File: config.mk
export PLATFORM = sky130hd
export DESIGN_NAME = pwm_timer_ctrl
export DESIGN_NICKNAME = d
export VERILOG_FILES = /design/src/rtl/pwm_pkg.sv /design/src/rtl/pwm_wrap_detect.sv /design/src/rtl/pwm_timer_ctrl.sv
export SDC_FILE = /design/constraint.sdc
export NUM_CORES = 1
export LEC_CHECK = 0
export ABC_AREA = 1
export BUFFER_PORTS_ARGS = -buffer_cell sky130_fd_sc_hd__buf_2
export CELL_PAD_IN_SITES_DETAIL_PLACEMENT = 1
export CELL_PAD_IN_SITES_GLOBAL_PLACEMENT = 2
export CORE_MARGIN = 1
export CORE_UTILIZATION = 32
export CTS_CLUSTER_DIAMETER = 120
export DETAILED_ROUTE_END_ITERATION = 7
export GPL_ROUTABILITY_DRIVEN = 0
export PLACE_DENSITY_LB_ADDON = 0.3
export SKIP_CTS_REPAIR_TIMING = 1
export SLEW_MARGIN = 40
export SYNTH_ARGS = -nofsm -noshare
export SYNTH_HDL_FRONTEND = slang
export SYNTH_SLANG_ARGS = --single-unit
export TNS_END_PERCENT = 100
File: constraint.sdc
create_clock -name i_clk -period 2.3 [get_ports i_clk]
set_input_delay 0 -clock i_clk [delete_from_list [all_inputs] [get_ports i_clk]]
set_output_delay 0 -clock i_clk [all_outputs]
set_load 0.005 [all_outputs]
File: src/rtl/pwm_pkg.sv
// Shared definitions for the PWM timer sequencer.
//   CW_DEF / PW_DEF / RW_DEF : default counter, prescale and burst-count widths
//   state_e                  : sequencer state encoding
package pwm_pkg;

  localparam int unsigned CW_DEF = 16;
  localparam int unsigned PW_DEF = 8;
  localparam int unsigned RW_DEF = 16;

  typedef enum logic [2:0] {
    StIdle   = 3'd0,
    StArm    = 3'd1,
    StRun    = 3'd2,
    StUpdate = 3'd3,
    StDone   = 3'd4
  } state_e;

endpackage

File: src/rtl/pwm_wrap_detect.sv
// Counter wrap detector. Remembers the previous counter value and flags the
// cycle where the live value has just rolled over.
//   i_clk, i_rst_n : clock, asynchronous active-low reset
//   i_run          : sequencer is in RUN; detection only happens here
//   i_clr          : forget history (counter is being cleared)
//   i_count_val    : live counter value
//   i_period       : active period
//   i_upnotdown    : active direction (1 = up)
//   o_wrap         : combinational wrap indication for this cycle
module pwm_wrap_detect
  import pwm_pkg::*;
#(
  parameter int unsigned CW = CW_DEF
) (
  input  logic          i_clk,
  input  logic          i_rst_n,
  input  logic          i_run,
  input  logic          i_clr,
  input  logic [CW-1:0] i_count_val,
  input  logic [CW-1:0] i_period,
  input  logic          i_upnotdown,
  output logic          o_wrap
);

  logic [CW-1:0] r_prev_val;
  logic          r_prev_valid;
  logic          w_up_wrap;
  logic          w_dn_wrap;

  always_ff @(posedge i_clk or negedge i_rst_n) begin
    if (!i_rst_n) begin
      r_prev_val   <= '0;
      r_prev_valid <= 1'b0;
    end else begin
      r_prev_val <= i_count_val;
      // History is only trusted once a full RUN cycle has been observed.
      if (i_clr) begin
        r_prev_valid <= 1'b0;
      end else if (i_run) begin
        r_prev_valid <= 1'b1;
      end
    end
  end

  assign w_up_wrap = (r_prev_val == i_period) && (i_count_val == '0);
  assign w_dn_wrap = (r_prev_val == '0) && (i_count_val == i_period);

  // prev != cur keeps a stalled counter (prescaler, or period 0) from re-triggering.
  assign o_wrap = i_run && r_prev_valid && (r_prev_val != i_count_val) &&
                  (i_upnotdown ? w_up_wrap : w_dn_wrap);

endmodule

File: src/rtl/pwm_timer_ctrl.sv
// PWM counter sequencer. Holds a shadow configuration, commits it to the
// counter only at a wrap (or while idle), and runs continuous or N-period bursts.
//   i_clk, i_rst_n      : clock, asynchronous active-low reset
//   i_cfg_*             : shadow configuration from the register bank
//   i_cfg_load          : pulse, capture i_cfg_* into the shadow
//   i_start / i_stop    : pulse, begin run / immediate abort
//   i_count_val         : live counter value
//   o_en, o_count_reset : counter enable / synchronous clear
//   o_period, o_prescale, o_upnotdown : active configuration
//   o_busy, o_upd_pending, o_wrap_pulse, o_done, o_cfg_err : status
module pwm_timer_ctrl
  import pwm_pkg::*;
#(
  parameter int unsigned CW = CW_DEF,
  parameter int unsigned PW = PW_DEF,
  parameter int unsigned RW = RW_DEF
) (
  input  logic          i_clk,
  input  logic          i_rst_n,
  input  logic [CW-1:0] i_cfg_period,
  input  logic [PW-1:0] i_cfg_prescale,
  input  logic          i_cfg_upnotdown,
  input  logic [RW-1:0] i_cfg_repeat,
  input  logic          i_cfg_load,
  input  logic          i_start,
  input  logic          i_stop,
  input  logic [CW-1:0] i_count_val,
  output logic          o_en,
  output logic          o_count_reset,
  output logic [CW-1:0] o_period,
  output logic [PW-1:0] o_prescale,
  output logic          o_upnotdown,
  output logic          o_busy,
  output logic          o_upd_pending,
  output logic          o_wrap_pulse,
  output logic          o_done,
  output logic          o_cfg_err
);

  state_e        r_state;
  logic [CW-1:0] r_shd_period;
  logic [PW-1:0] r_shd_prescale;
  logic          r_shd_upnotdown;
  logic [RW-1:0] r_wrap_cnt;

  logic          w_wrap;
  logic          w_commit;
  logic          w_burst_end;
  logic [RW-1:0] w_wrap_cnt_inc;

  pwm_wrap_detect #(
    .CW (CW)
  ) u_wrap_detect (
    .i_clk       (i_clk),
    .i_rst_n     (i_rst_n),
    .i_run       (r_state == StRun),
    .i_clr       ((r_state == StArm) || (r_state == StUpdate)),
    .i_count_val (i_count_val),
    .i_period    (o_period),
    .i_upnotdown (o_upnotdown),
    .o_wrap      (w_wrap)
  );

  assign w_wrap_cnt_inc = r_wrap_cnt + RW'(1);
  assign w_burst_end    = (i_cfg_repeat != '0) && (w_wrap_cnt_inc == i_cfg_repeat);

  // Shadow moves to active while the counter is not running, or in UPDATE.
  always_comb begin
    w_commit = 1'b0;
    if (!i_stop) begin
      unique case (r_state)
        StIdle, StArm: w_commit = o_upd_pending;
        StUpdate:      w_commit = 1'b1;
        default:       w_commit = 1'b0;
      endcase
    end
  end

  always_ff @(posedge i_clk or negedge i_rst_n) begin
    if (!i_rst_n) begin
      r_state         <= StIdle;
      r_shd_period    <= '0;
      r_shd_prescale  <= '0;
      r_shd_upnotdown <= 1'b0;
      r_wrap_cnt      <= '0;
      o_en            <= 1'b0;
      o_count_reset   <= 1'b0;
      o_period        <= '0;
      o_prescale      <= '0;
      o_upnotdown     <= 1'b0;
      o_busy          <= 1'b0;
      o_upd_pending   <= 1'b0;
      o_wrap_pulse    <= 1'b0;
      o_done          <= 1'b0;
      o_cfg_err       <= 1'b0;
    end else begin
      o_count_reset <= 1'b0;
      o_wrap_pulse  <= 1'b0;
      o_done        <= 1'b0;

      if (w_commit) begin
        o_period      <= r_shd_period;
        o_prescale    <= r_shd_prescale;
        o_upnotdown   <= r_shd_upnotdown;
        o_upd_pending <= 1'b0;
      end

      if (i_stop) begin
        r_state       <= StIdle;
        o_en          <= 1'b0;
        o_count_reset <= 1'b1;
        o_busy        <= 1'b0;
      end else begin
        unique case (r_state)
          StIdle: begin
            o_en <= 1'b0;
            if (i_start) begin
              r_state       <= StArm;
              o_count_reset <= 1'b1;
              o_busy        <= 1'b1;
            end
          end
          StArm: begin
            r_wrap_cnt <= '0;
            r_state    <= StRun;
            o_en       <= 1'b1;
          end
          StRun: begin
            if (w_wrap) begin
              o_wrap_pulse <= 1'b1;
              if (r_wrap_cnt != '1) begin
                r_wrap_cnt <= w_wrap_cnt_inc;
              end
              if (w_burst_end) begin
                r_state       <= StDone;
                o_en          <= 1'b0;
                o_count_reset <= 1'b1;
                o_done        <= 1'b1;
              end else if (o_upd_pending) begin
                // Drop en for a cycle so the counter's prescaler restarts too.
                r_state       <= StUpdate;
                o_en          <= 1'b0;
                o_count_reset <= 1'b1;
              end
            end
          end
          StUpdate: begin
            r_state <= StRun;
            o_en    <= 1'b1;
          end
          StDone: begin
            r_state <= StIdle;
            o_en    <= 1'b0;
            o_busy  <= 1'b0;
          end
          default: begin
            r_state <= StIdle;
            o_en    <= 1'b0;
            o_busy  <= 1'b0;
          end
        endcase
      end

      // A load outranks a same-cycle commit: the new shadow stays pending.
      if (i_cfg_load) begin
        r_shd_period    <= (i_cfg_period == '0) ? CW'(1) : i_cfg_period;
        r_shd_prescale  <= i_cfg_prescale;
        r_shd_upnotdown <= i_cfg_upnotdown;
        o_upd_pending   <= 1'b1;
        o_cfg_err       <= (i_cfg_period == '0);
      end
    end
  end

endmodule

; ---- Word level (Yosys, flattened, before mapping)
; Index checks and enable logic that the tools add are counted.
[word_totals]
ff_bits = 93
in_bits = 62
out_inout_bits = 32
elab_cells = 93
[classes]
add_sub_neg = 1
n_eq_ne = 14
n_mux = 38
bitwise = 1
reduce_logical = 22
[op_table]
columns = cell, count
row1 = 16-bit equality test, 3
row2 = 16-bit logical NOT, 3
row3 = 16-bit two-way mux, 3
row4 = 16-bit one-hot mux with 2 select lines, 1
row5 = 1-bit two-way mux, 24
row6 = 16-bit by 1-bit adder with 16-bit output (second input constant), 1
row7 = 16-bit inequality test, 1
row8 = 16-bit inequality test (second input constant), 1
row9 = 16-bit nonzero test, 1
row10 = 3-bit two-way mux, 5
row11 = 3-bit one-hot mux with 3 select lines, 1
row12 = 1-bit one-hot mux with 2 select lines, 4
row13 = 3-bit by 2-bit equality test with 1-bit output (second input constant), 2
row14 = 1-bit logical AND, 6
row15 = 3-bit inequality test (second input constant), 2
row16 = 2-bit nonzero test, 3
row17 = 2-bit inequality test (second input constant), 2
row18 = 4-bit inequality test (second input constant), 1
row19 = 2-bit AND reduction, 2
row20 = 4-bit AND reduction, 1
row21 = 2-bit OR reduction, 2
row22 = 3-bit by 1-bit equality test with 1-bit output (second input constant), 1
row23 = 3-bit logical NOT, 1
row24 = 3-bit AND reduction, 1
row25 = other kinds (4), 4

; ---- Depth between registers and ports, before layout
; Gate-level depths: netlist (run 1).
[depth]
ltp_word = 7
mapped_depth = 17
depth_no_buf = 17

; ---- Cells and area by module
; From an unflattened synthesis (run 1), not the netlist that was laid out.
[unflattened]
hier_cells = 710
hier_area_um2 = 5084.9
[by_module_without_submodules]
columns = mod, instances, cells_each, area_each_um2
row1 = pwm_timer_ctrl, 1, 470, 3717.3
row2 = pwm_wrap_detect, 1, 240, 1367.6

; ---- Least setup slack after synthesis (run 1)
; OpenSTA, ideal clock, no wires.
[synth_timing]
path_type = register -> register
startpoint = reg r_wrap_cnt[0]
endpoint = reg r_wrap_cnt[3]
setup_time_ns = 0.127
arrival_time_ns = 1.702
t_required_ns = 2.173
slack_ns = 0.472
stages_incl_launch_ff = 11
n_path_buf = 1
synth_period_minus_slack_ns = 1.828
path_cell_list = dfrtp_1 -> ha_1 -> nand2_1 -> nor2_2 -> nand2_2 -> nor2_4 -> a221oi_1 -> nand2_4 -> clkinv_2 -> buf_6 -> o21ai_0
[synth_via]
elab_chain_cells = 4
[synth_rtl]
columns = element, line
row1 = start: declaration, pwm_timer_ctrl.sv:44  ; logic [RW-1:0] r_wrap_cnt;
row2 = start signal: assignment, pwm_timer_ctrl.sv:132  ; r_wrap_cnt <= w_wrap_cnt_inc;
row3 = 16-bit by 1-bit adder with 16-bit output, pwm_timer_ctrl.sv:64  ; assign w_wrap_cnt_inc = r_wrap_cnt + RW'(1);
row4 = 16-bit two-way mux, pwm_timer_ctrl.sv:131  ; if (r_wrap_cnt != '1) begin
row5 = 16-bit two-way mux, pwm_timer_ctrl.sv:129  ; if (w_wrap) begin
row6 = 16-bit one-hot mux with 2 select lines, pwm_timer_ctrl.sv:114  ; unique case (r_state)
; Several ways; a longest one is shown, not always the timed one. The select of a mux whose other input is x is not followed.
; A chain may end at the register's enable or synchronous reset.

; ---- Worst setup path in the final report (run 1)
[layout_timing]
startpoint = reg r_wrap_cnt[0]
endpoint = reg r_state[1]
[layout_via]
elab_chain_cells = 7
[layout_rtl]
columns = element, line
row1 = 16-bit by 1-bit adder with 16-bit output (*), pwm_timer_ctrl.sv:64
row2 = 16-bit equality test (*), pwm_timer_ctrl.sv:65  ; assign w_burst_end = (i_cfg_repeat != '0) && (w_wrap_cnt_inc == i_cfg_repeat);
row3 = 1-bit logical AND (*), pwm_timer_ctrl.sv:65
row4 = 3-bit two-way mux, pwm_timer_ctrl.sv:134  ; if (w_burst_end) begin
row5 = 3-bit two-way mux, pwm_timer_ctrl.sv:129
row6 = 3-bit one-hot mux with 3 select lines, pwm_timer_ctrl.sv:114
row7 = 3-bit two-way mux, pwm_timer_ctrl.sv:108  ; if (i_stop) begin
row8 = end signal: assignment, pwm_timer_ctrl.sv:109  ; r_state <= StIdle;
row9 = end signal: assignment, pwm_timer_ctrl.sv:118  ; r_state <= StArm;
row10 = end signal: assignment, pwm_timer_ctrl.sv:135  ; r_state <= StDone;
row11 = end: declaration, pwm_timer_ctrl.sv:40  ; state_e r_state;
; Mark *: on every way between the ends. The rest lies on a longest branch, timed or not. The select of a mux whose other input is x is not followed.

==> out/summary.txt, run 1 <==
================================================================================
Outcome                                                                completed
Worst slack, placed                                                     171.2 ps
Latest clock arrival within the worst-skew pair                           350 ps
Core ar.                                                               15770 µm²
Global-route usage over all layers                                        20.34%
Distinct cells, synth                                                         41
Die outline area                                                       16600 µm²
#FFs+latches synth                                                            93
Antenna cell count                                                             0
Via count of the first global-routing pass                                  4981
EDFF count, synth                                                              0
Row count                                                                     46
Cell at the slowest stage of the critical path                      sky130_fd_sc_hd__dfrtp_1
Root Driver                                                         sky130_fd_sc_hd__clkbuf_16
Slew margin rel.                                                          56.25%
Worst clock skew on the final layout                                    6.897 ps
Number of detailed-route iterations in the first pass                          4
Post-synthesis instance area                                            5150 µm²
Htree depth                                                                    3
Vias after detailed routing                                                 4940
Share of flip-flops with an asynchronous set or reset                     100.0%
Synth-to-layout area growth                                               29.32%
Final-stage net count                                                        885
Largest buffer count on any clock path                                         2
Clock tree from TritonCTS                                                   done
I/O Pins                                                                      94
Highest clock rate                                                     467.5 MHz
Number of antenna violations at the first check in global routing              0
Endpoint arrival time on the critical path                               2360 ps
TNS Setup                                                                   0 ps
Post-detailed-route DRC marker count                                           0
Cell Count, Final, Fillers Out                                              1043
Sum of buffers and inverters on the critical path                              0
Layout cell share with drive strength beyond 1                            18.38%
Leak                                                                    3.238 nW
Number of vias per cell                                                    4.736
Largest net degree at the start of global routing                             67
Number of max-cap violations                                                   0
Filler cell count                                                           2023
Pins Over Slew Limit                                                           0
Number of buffers created by CTS                                               9
Largest driver fanout on the critical path                                     4
Global-route wire length before repair                                  26040 µm
Clock period minus final worst setup slack                               2139 ps
I/O Buffers                                                                   93
Clk sinks                                                                     93
Half-perimeter wire length after detailed placement                     12180 µm
Count of placed standard cells including taps                                982
Kind of end point of the critical path                                 flip-flop
Count of antenna-violating nets left after detailed routing                    0
Primary flip-flop cell chosen by synthesis mapping                  sky130_fd_sc_hd__dfrtp_1
Worst IR drop on VDD                                                   0.4594 mV
Number of warnings issued by yosys                                             0
Final Hold Vio Count                                                           0
Iteration-0 DRC Markers                                                      209
Data required time at the worst endpoint                                 2520 ps
Average footprint of a synthesized cell                                7.607 µm²
Delay of the slowest cell on the worst path                               400 ps
Count of final setup violators                                                 0
Per-cell routed wire length                                             15.59 µm
CP Cell Sequence                                                    ha_1 -> nand3_1 -> nor2_4 -> nand2_1 -> nand3_1 -> nand3_1 -> nor2_1 -> nand2_1 -> nor2_2 -> nand2_2 -> nand3_2 -> nand2_1 -> o21bai_1
Remaining Overflow, GRT                                                        0
Starting utilization of the core area                                     32.66%
Period utilization                                                        93.00%
Critical path's top delay family                                    simple AND/OR/NAND/NOR gates
Net count after synthesis                                                    740
P per Cell Area                                                     920.1 nW/µm²
Sequential fraction of the synthesis area                                 45.19%
Transition time of the tightest slew-check pin                          656.2 ps
Synth Instances                                                              677
Critical Path Source Type                                              flip-flop
Total design power                                                    0.006128 W
Routed wire length                                                      16260 µm
RSZ-0062 raised after global routing                                         yes
Clock transition at the registers of the reported paths                    70 ps
Slack of the critical path                                              161.1 ps
Die boundary width                                                      128.9 µm
Tightest hold margin                                                    38.08 ps
Type of the worst min-delay path                                          in2reg
Die Span Y                                                              128.9 µm
Worst setup path class                                                   reg2reg
================================================================================
## metrics by stage
step | area, µm² | utilization (%)
after floorplan | 5150 | -
after global placement | 5902 | 37.42
after detailed placement | 5906 | 37.45
after CTS | 6191 | 39.26
after global routing | 6660 | 42.23
final | 6660 | 42.23
## worst paths after layout
check / startpoint / endpoint / slack [ps] / depth (start not counted)
setup / recovery: r_wrap_cnt[0] / r_state[1] / 160 / 13
hold / removal: i_cfg_load / r_shd_prescale[1] / 40 / 3
min in group asynchronous: i_rst_n / r_wrap_cnt[15] / 230 / 2
setup reg to reg: r_wrap_cnt[0] / r_state[1] / 160 / 13
max in group asynchronous: i_rst_n / u_wrap_detect.r_prev_val[5] / 1450 / 3
hold reg to reg: u_wrap_detect.r_prev_valid / u_wrap_detect.r_prev_valid / 490 / 2
## metal layers
metal	routed length, µm	GRT usage [%]	vias up
met5	0	0	-
met4	170	6.021	0
met3	439	3.784	13
met2	7764	33.13	76
met1	7884	27.45	2398
li1	-	-	2453
## layout make-up
cell class	count	area (µm²)	area share, %
Clock buffer	11	242.7	3.645
Clock inverter	5	42.54	0.6387
Inverter	98	371.6	5.580
Multi-Input combinational cell	472	2409	36.16
Sequential cell	93	2327	34.94
Tap cell	216	270.3	4.058
Timing Repair Buffer	148	997.2	14.97
## Yosys cell counts, drive strengths merged, types with 2 or more instances
cell type  number  area [µm²]
dfrtp          93        2327
clkbuf         12       45.04
nand2         184       723.2
xor2           16       147.7
nand3b          3       22.52
buf             2       16.26
or2             8       50.05
nor3b           2       20.02
inv            93       349.1
o22ai           9       56.30
xnor3           3       67.56
nand4          15       93.84
nor3           10       55.05
nor4            7       43.79
xnor2           9       78.83
nand3          46       245.2
clkinv          5       21.27
o21ai          79       395.4
a21oi           6       30.03
nor2           67       296.5
## cell families (layout without fill, tap and decap cells)
| group | after synthesis | in the layout | synth area share, % |
|---|---|---|---|
| xor+xnor | 28 | 28 | 5.710 |
| buf+inv | 112 | 262 | 8.382 |
| flops | 93 | 93 | 45.19 |
| simple gates | 344 | 344 | 30.35 |
| fa+ha+maj | 1 | 1 | 0.2429 |
| compound gates | 99 | 99 | 10.13 |
## cell usage in the layout, fill, tap and decap left out, types with 3 or more instances in the layout
cell,synthesis,layout
sky130_fd_sc_hd__dfrtp_1,93,93
sky130_fd_sc_hd__buf_2,1,92
sky130_fd_sc_hd__clkbuf_16,0,9
sky130_fd_sc_hd__dlygate4sd3_1,0,45
sky130_fd_sc_hd__clkinv_1,3,3
sky130_fd_sc_hd__xnor3_1,3,3
sky130_fd_sc_hd__or2_1,3,3
sky130_fd_sc_hd__nand3_2,3,3
sky130_fd_sc_hd__nand3_1,43,43
sky130_fd_sc_hd__xnor2_1,9,8
sky130_fd_sc_hd__nand3b_1,3,3
sky130_fd_sc_hd__nor2_2,6,4
sky130_fd_sc_hd__nor2_4,4,6
sky130_fd_sc_hd__buf_4,0,10
sky130_fd_sc_hd__nor3_1,9,9
sky130_fd_sc_hd__nor4_1,7,7
sky130_fd_sc_hd__clkinvlp_4,0,3
sky130_fd_sc_hd__inv_1,92,92
sky130_fd_sc_hd__nand4_1,15,15
sky130_fd_sc_hd__o21ai_0,62,62
sky130_fd_sc_hd__nand2_1,175,175
sky130_fd_sc_hd__a21oi_1,6,6
sky130_fd_sc_hd__xor2_1,15,15
sky130_fd_sc_hd__nand2_2,7,7
sky130_fd_sc_hd__o21ai_1,17,17
sky130_fd_sc_hd__o22ai_1,9,9
sky130_fd_sc_hd__or2_2,5,5
sky130_fd_sc_hd__nor2_1,57,57
## where the power goes
group | internal, W | total, W | switching (W)
clock network | 0.000775 | 0.00145 | 0.000675
logic | 0.000887 | 0.00213 | 0.00125
registers | 0.00204 | 0.00254 | 0.000503
## sequential cells by signal, summed over array words and instances (netlist names), 3 cells and up
register and cells:
r_shd_period 16, r_shd_prescale 8, r_wrap_cnt 16, r_state 3, o_prescale 8, o_period 16, u_wrap_detect.r_prev_val 16
## tightest hold or removal path: stages
cell                      delay (ps)
sky130_fd_sc_hd__buf_2           190
sky130_fd_sc_hd__nand2_1          80
sky130_fd_sc_hd__o21ai_0          60
Power figures use the tool's default switching activity.
==> run 2: changes to the inputs <==
clock period = 2.2 ns   (was 2.3 ns; I/O delays follow)
==> out/summary.txt, run 2 (synthesis results as in run 1) <==
================================================================================
Outcome                                                                completed   unchanged
Data required time at the worst endpoint                                 2410 ps   was 2520 ps
Final Hold Vio Count                                                           0   unchanged
Die boundary width                                                      128.9 µm   unchanged
Routed wire length                                                      16340 µm   was 16260 µm
Worst clock skew on the final layout                                    13.34 ps   was 6.897 ps
Critical Path Source Type                                              flip-flop   unchanged
Highest clock rate                                                     471.7 MHz   was 467.5 MHz
Endpoint arrival time on the critical path                               2330 ps   was 2360 ps
Htree depth                                                                    3   unchanged
Cell at the slowest stage of the critical path                      sky130_fd_sc_hd__dfrtp_2   was sky130_fd_sc_hd__dfrtp_1
Count of final setup violators                                                 0   unchanged
Top library cells by usage in the layout, fill and taps aside       sky130_fd_sc_hd__nand2_1 (175), sky130_fd_sc_hd__inv_1 (92), sky130_fd_sc_hd__buf_2 (92)   was sky130_fd_sc_hd__nand2_1 (175), sky130_fd_sc_hd__dfrtp_1 (93), sky130_fd_sc_hd__inv_1 (92), sky130_fd_sc_hd__buf_2 (92), sky130_fd_sc_hd__o21ai_0 (62)
Die outline area                                                       16600 µm²   unchanged
Via count of the first global-routing pass                                  4924   was 4981
Kind of end point of the critical path                                 flip-flop   unchanged
Tightest hold margin                                                    19.37 ps   was 38.08 ps
RSZ-0062 raised after global routing                                         yes   unchanged
Sum of buffers and inverters on the critical path                              2   was 0
Critical path's top delay family                                    simple AND/OR/NAND/NOR gates   unchanged
Worst slack, placed                                                     21.53 ps   was 171.2 ps
Final-stage net count                                                        885   unchanged
Clock tree from TritonCTS                                                   done   unchanged
Antenna cell count                                                             0   unchanged
Core occupancy in the finished layout                                     42.49%   was 42.23%
Number of vias per cell                                                    4.779   was 4.736
Leak                                                                    3.239 nW   was 3.238 nW
Number of antenna violations at the first check in global routing              0   unchanged
CP Cell Sequence                                                    ha_4 -> nand2_1 -> nor2_4 -> nand2_2 -> clkinv_1 -> nand2_1 -> nand2_1 -> nand2_1 -> nand2_1 -> inv_2 -> nand3_1 -> nor2_1 -> nand2_2 -> nand3_2 -> nand2_1 -> o21bai_1   was ha_1 -> nand3_1 -> nor2_4 -> nand2_1 -> nand3_1 -> nand3_1 -> nor2_1 -> nand2_1 -> nor2_2 -> nand2_2 -> nand3_2 -> nand2_1 -> o21bai_1
Starting utilization of the core area                                     32.66%   unchanged
Pins Over Slew Limit                                                           0   unchanged
Clk sinks                                                                     93   unchanged
Post-DP Area                                                            5906 µm²   unchanged
Clock period minus final worst setup slack                               2120 ps   was 2139 ps
Die Span Y                                                              128.9 µm   unchanged
Count of antenna-violating nets left after detailed routing                    0   unchanged
Worst setup path class                                                   reg2reg   unchanged
I/O Buffers                                                                   93   unchanged
P per Cell Area                                                     967.8 nW/µm²   was 920.1 nW/µm²
Synth-to-layout area growth                                               30.13%   was 29.32%
Row count                                                                     46   unchanged
Largest net degree at the start of global routing                             67   unchanged
Largest driver fanout on the critical path                                     5   was 4
Portion of total power attributed to combinational logic                   35.0%   was 34.8%
Commonest non-fill, non-tap cell in the layout                      sky130_fd_sc_hd__nand2_1   unchanged
Relative contribution of the clock network to total power                  23.5%   was 23.7%
Global-route wire length before repair                                  25790 µm   was 26040 µm
I/O Pins                                                                      94   unchanged
Type of the worst min-delay path                                          in2reg   unchanged
Share of total power in sequential cells                                   41.4%   was 41.5%
Iteration-0 DRC Markers                                                      162   was 209
Worst IR drop on VDD                                                   0.4007 mV   was 0.4594 mV
Latest clock arrival within the worst-skew pair                           350 ps   about the same
Per-cell routed wire length                                             15.67 µm   was 15.59 µm
Total net switching power                                             0.002609 W   was 0.002424 W
Slew margin rel.                                                          56.75%   was 56.25%
Post-detailed-route DRC marker count                                           0   unchanged
Cell type with the highest occurrence count on the critical path    sky130_fd_sc_hd__nand2_1
Share of total power consumed by net switching                            40.23%   was 39.55%
Remaining Overflow, GRT                                                        0   unchanged
Layout cell share with drive strength beyond 1                            19.71%   was 18.38%
Core ar.                                                               15770 µm²   unchanged
Transition time of the tightest slew-check pin                          648.7 ps   was 656.2 ps
Root Driver                                                         sky130_fd_sc_hd__clkbuf_16   unchanged
Half-perimeter wire length after detailed placement                     12250 µm   was 12180 µm
Final Instance Area                                                     6701 µm²   was 6660 µm²
Number of detailed-route iterations in the first pass                          4   unchanged
Vias after detailed routing                                                 4984   was 4940
Number of buffers created by CTS                                               9   unchanged
Period utilization                                                        96.37%   was 93.00%
Clock transition at the registers of the reported paths                    70 ps   about the same
Delay of the slowest cell on the worst path                               450 ps   was 400 ps
Total design power                                                    0.006486 W   was 0.006128 W
Internal                                                              0.003876 W   was 0.003704 W
Slack of the critical path                                              79.81 ps   was 161.1 ps
Largest buffer count on any clock path                                         2   unchanged
Global-route usage over all layers                                        20.29%   was 20.34%
Filler cell count                                                           1956   was 2023
Number of max-cap violations                                                   0   unchanged
================================================================================
==> run 2: routing by layer <==
layer / part of all wire [%] / vias up / wire length (µm) / global-route usage, %
met5: 0 / - / 0 / 0
met4: 0.99 / 0 / 162 / 5.329
met2: 48 / 70 / 7815 / 33.64
met1: 49 / 2442 / 7947 / 27.27
li1: - / 2460 / - / -
met3: 2.5 / 12 / 413 / 3.659
==> run 2: stage by stage <==
stage	instances	TNS (ps)
global placement	982	0
detailed placement	982	0
global route	1043	-38.77
finish	1043	0
CTS	998	-29.11
floorplan	677	0
==> run 2: worst paths after layout <==
path | cells after the start | startpoint | slack, ps | to
worst max-delay path | 16 | r_wrap_cnt[0] | 80 | r_state[1]
worst min-delay path | 3 | i_start | 20 | r_state[1]
worst max register to register | 16 | r_wrap_cnt[0] | 80 | r_state[1]
worst min register to register | 2 | u_wrap_detect.r_prev_valid | 480 | u_wrap_detect.r_prev_valid
max in group asynchronous | 3 | i_rst_n | 1360 | u_wrap_detect.r_prev_val[5]
min in group asynchronous | 2 | i_rst_n | 230 | o_done
==> run 2: power by group through the flow <==
stage               Sequential, W  Combinational [W]  Clock [W]
CTS                       0.00266            0.00220    0.00157
finish                    0.00269            0.00227    0.00153
global placement          0.00266            0.00212          0
global route              0.00273            0.00259    0.00165
detailed placement        0.00268            0.00219          0
floorplan                 0.00254            0.00131          0
==> run 2: final cells by class <==
cell class              instances  area, µm²  share of cell area [%]
repair buffers                148      997.2                   14.88
clock inverters                 6      51.30                  0.7655
multi-input cells             472       2447                   36.52
inverters                      98      374.1                   5.583
clock buffers                  10      229.0                   3.417
flip-flops and latches         93       2332                   34.80
well taps                     216      270.3                   4.033
==> run 2: worst reg2reg max path, stage by stage, from the launching register on <==
cell	delay, ps
sky130_fd_sc_hd__dfrtp_2	450
sky130_fd_sc_hd__ha_4	180
sky130_fd_sc_hd__nand2_1	120
sky130_fd_sc_hd__nor2_4	80
sky130_fd_sc_hd__nand2_2	120
sky130_fd_sc_hd__clkinv_1	70
sky130_fd_sc_hd__nand2_1	70
sky130_fd_sc_hd__nand2_1	70
sky130_fd_sc_hd__nand2_1	80
sky130_fd_sc_hd__nand2_1	60
sky130_fd_sc_hd__inv_2	40
sky130_fd_sc_hd__nand3_1	90
sky130_fd_sc_hd__nor2_1	140
sky130_fd_sc_hd__nand2_2	90
sky130_fd_sc_hd__nand3_2	80
sky130_fd_sc_hd__nand2_1	90
sky130_fd_sc_hd__o21bai_1	170
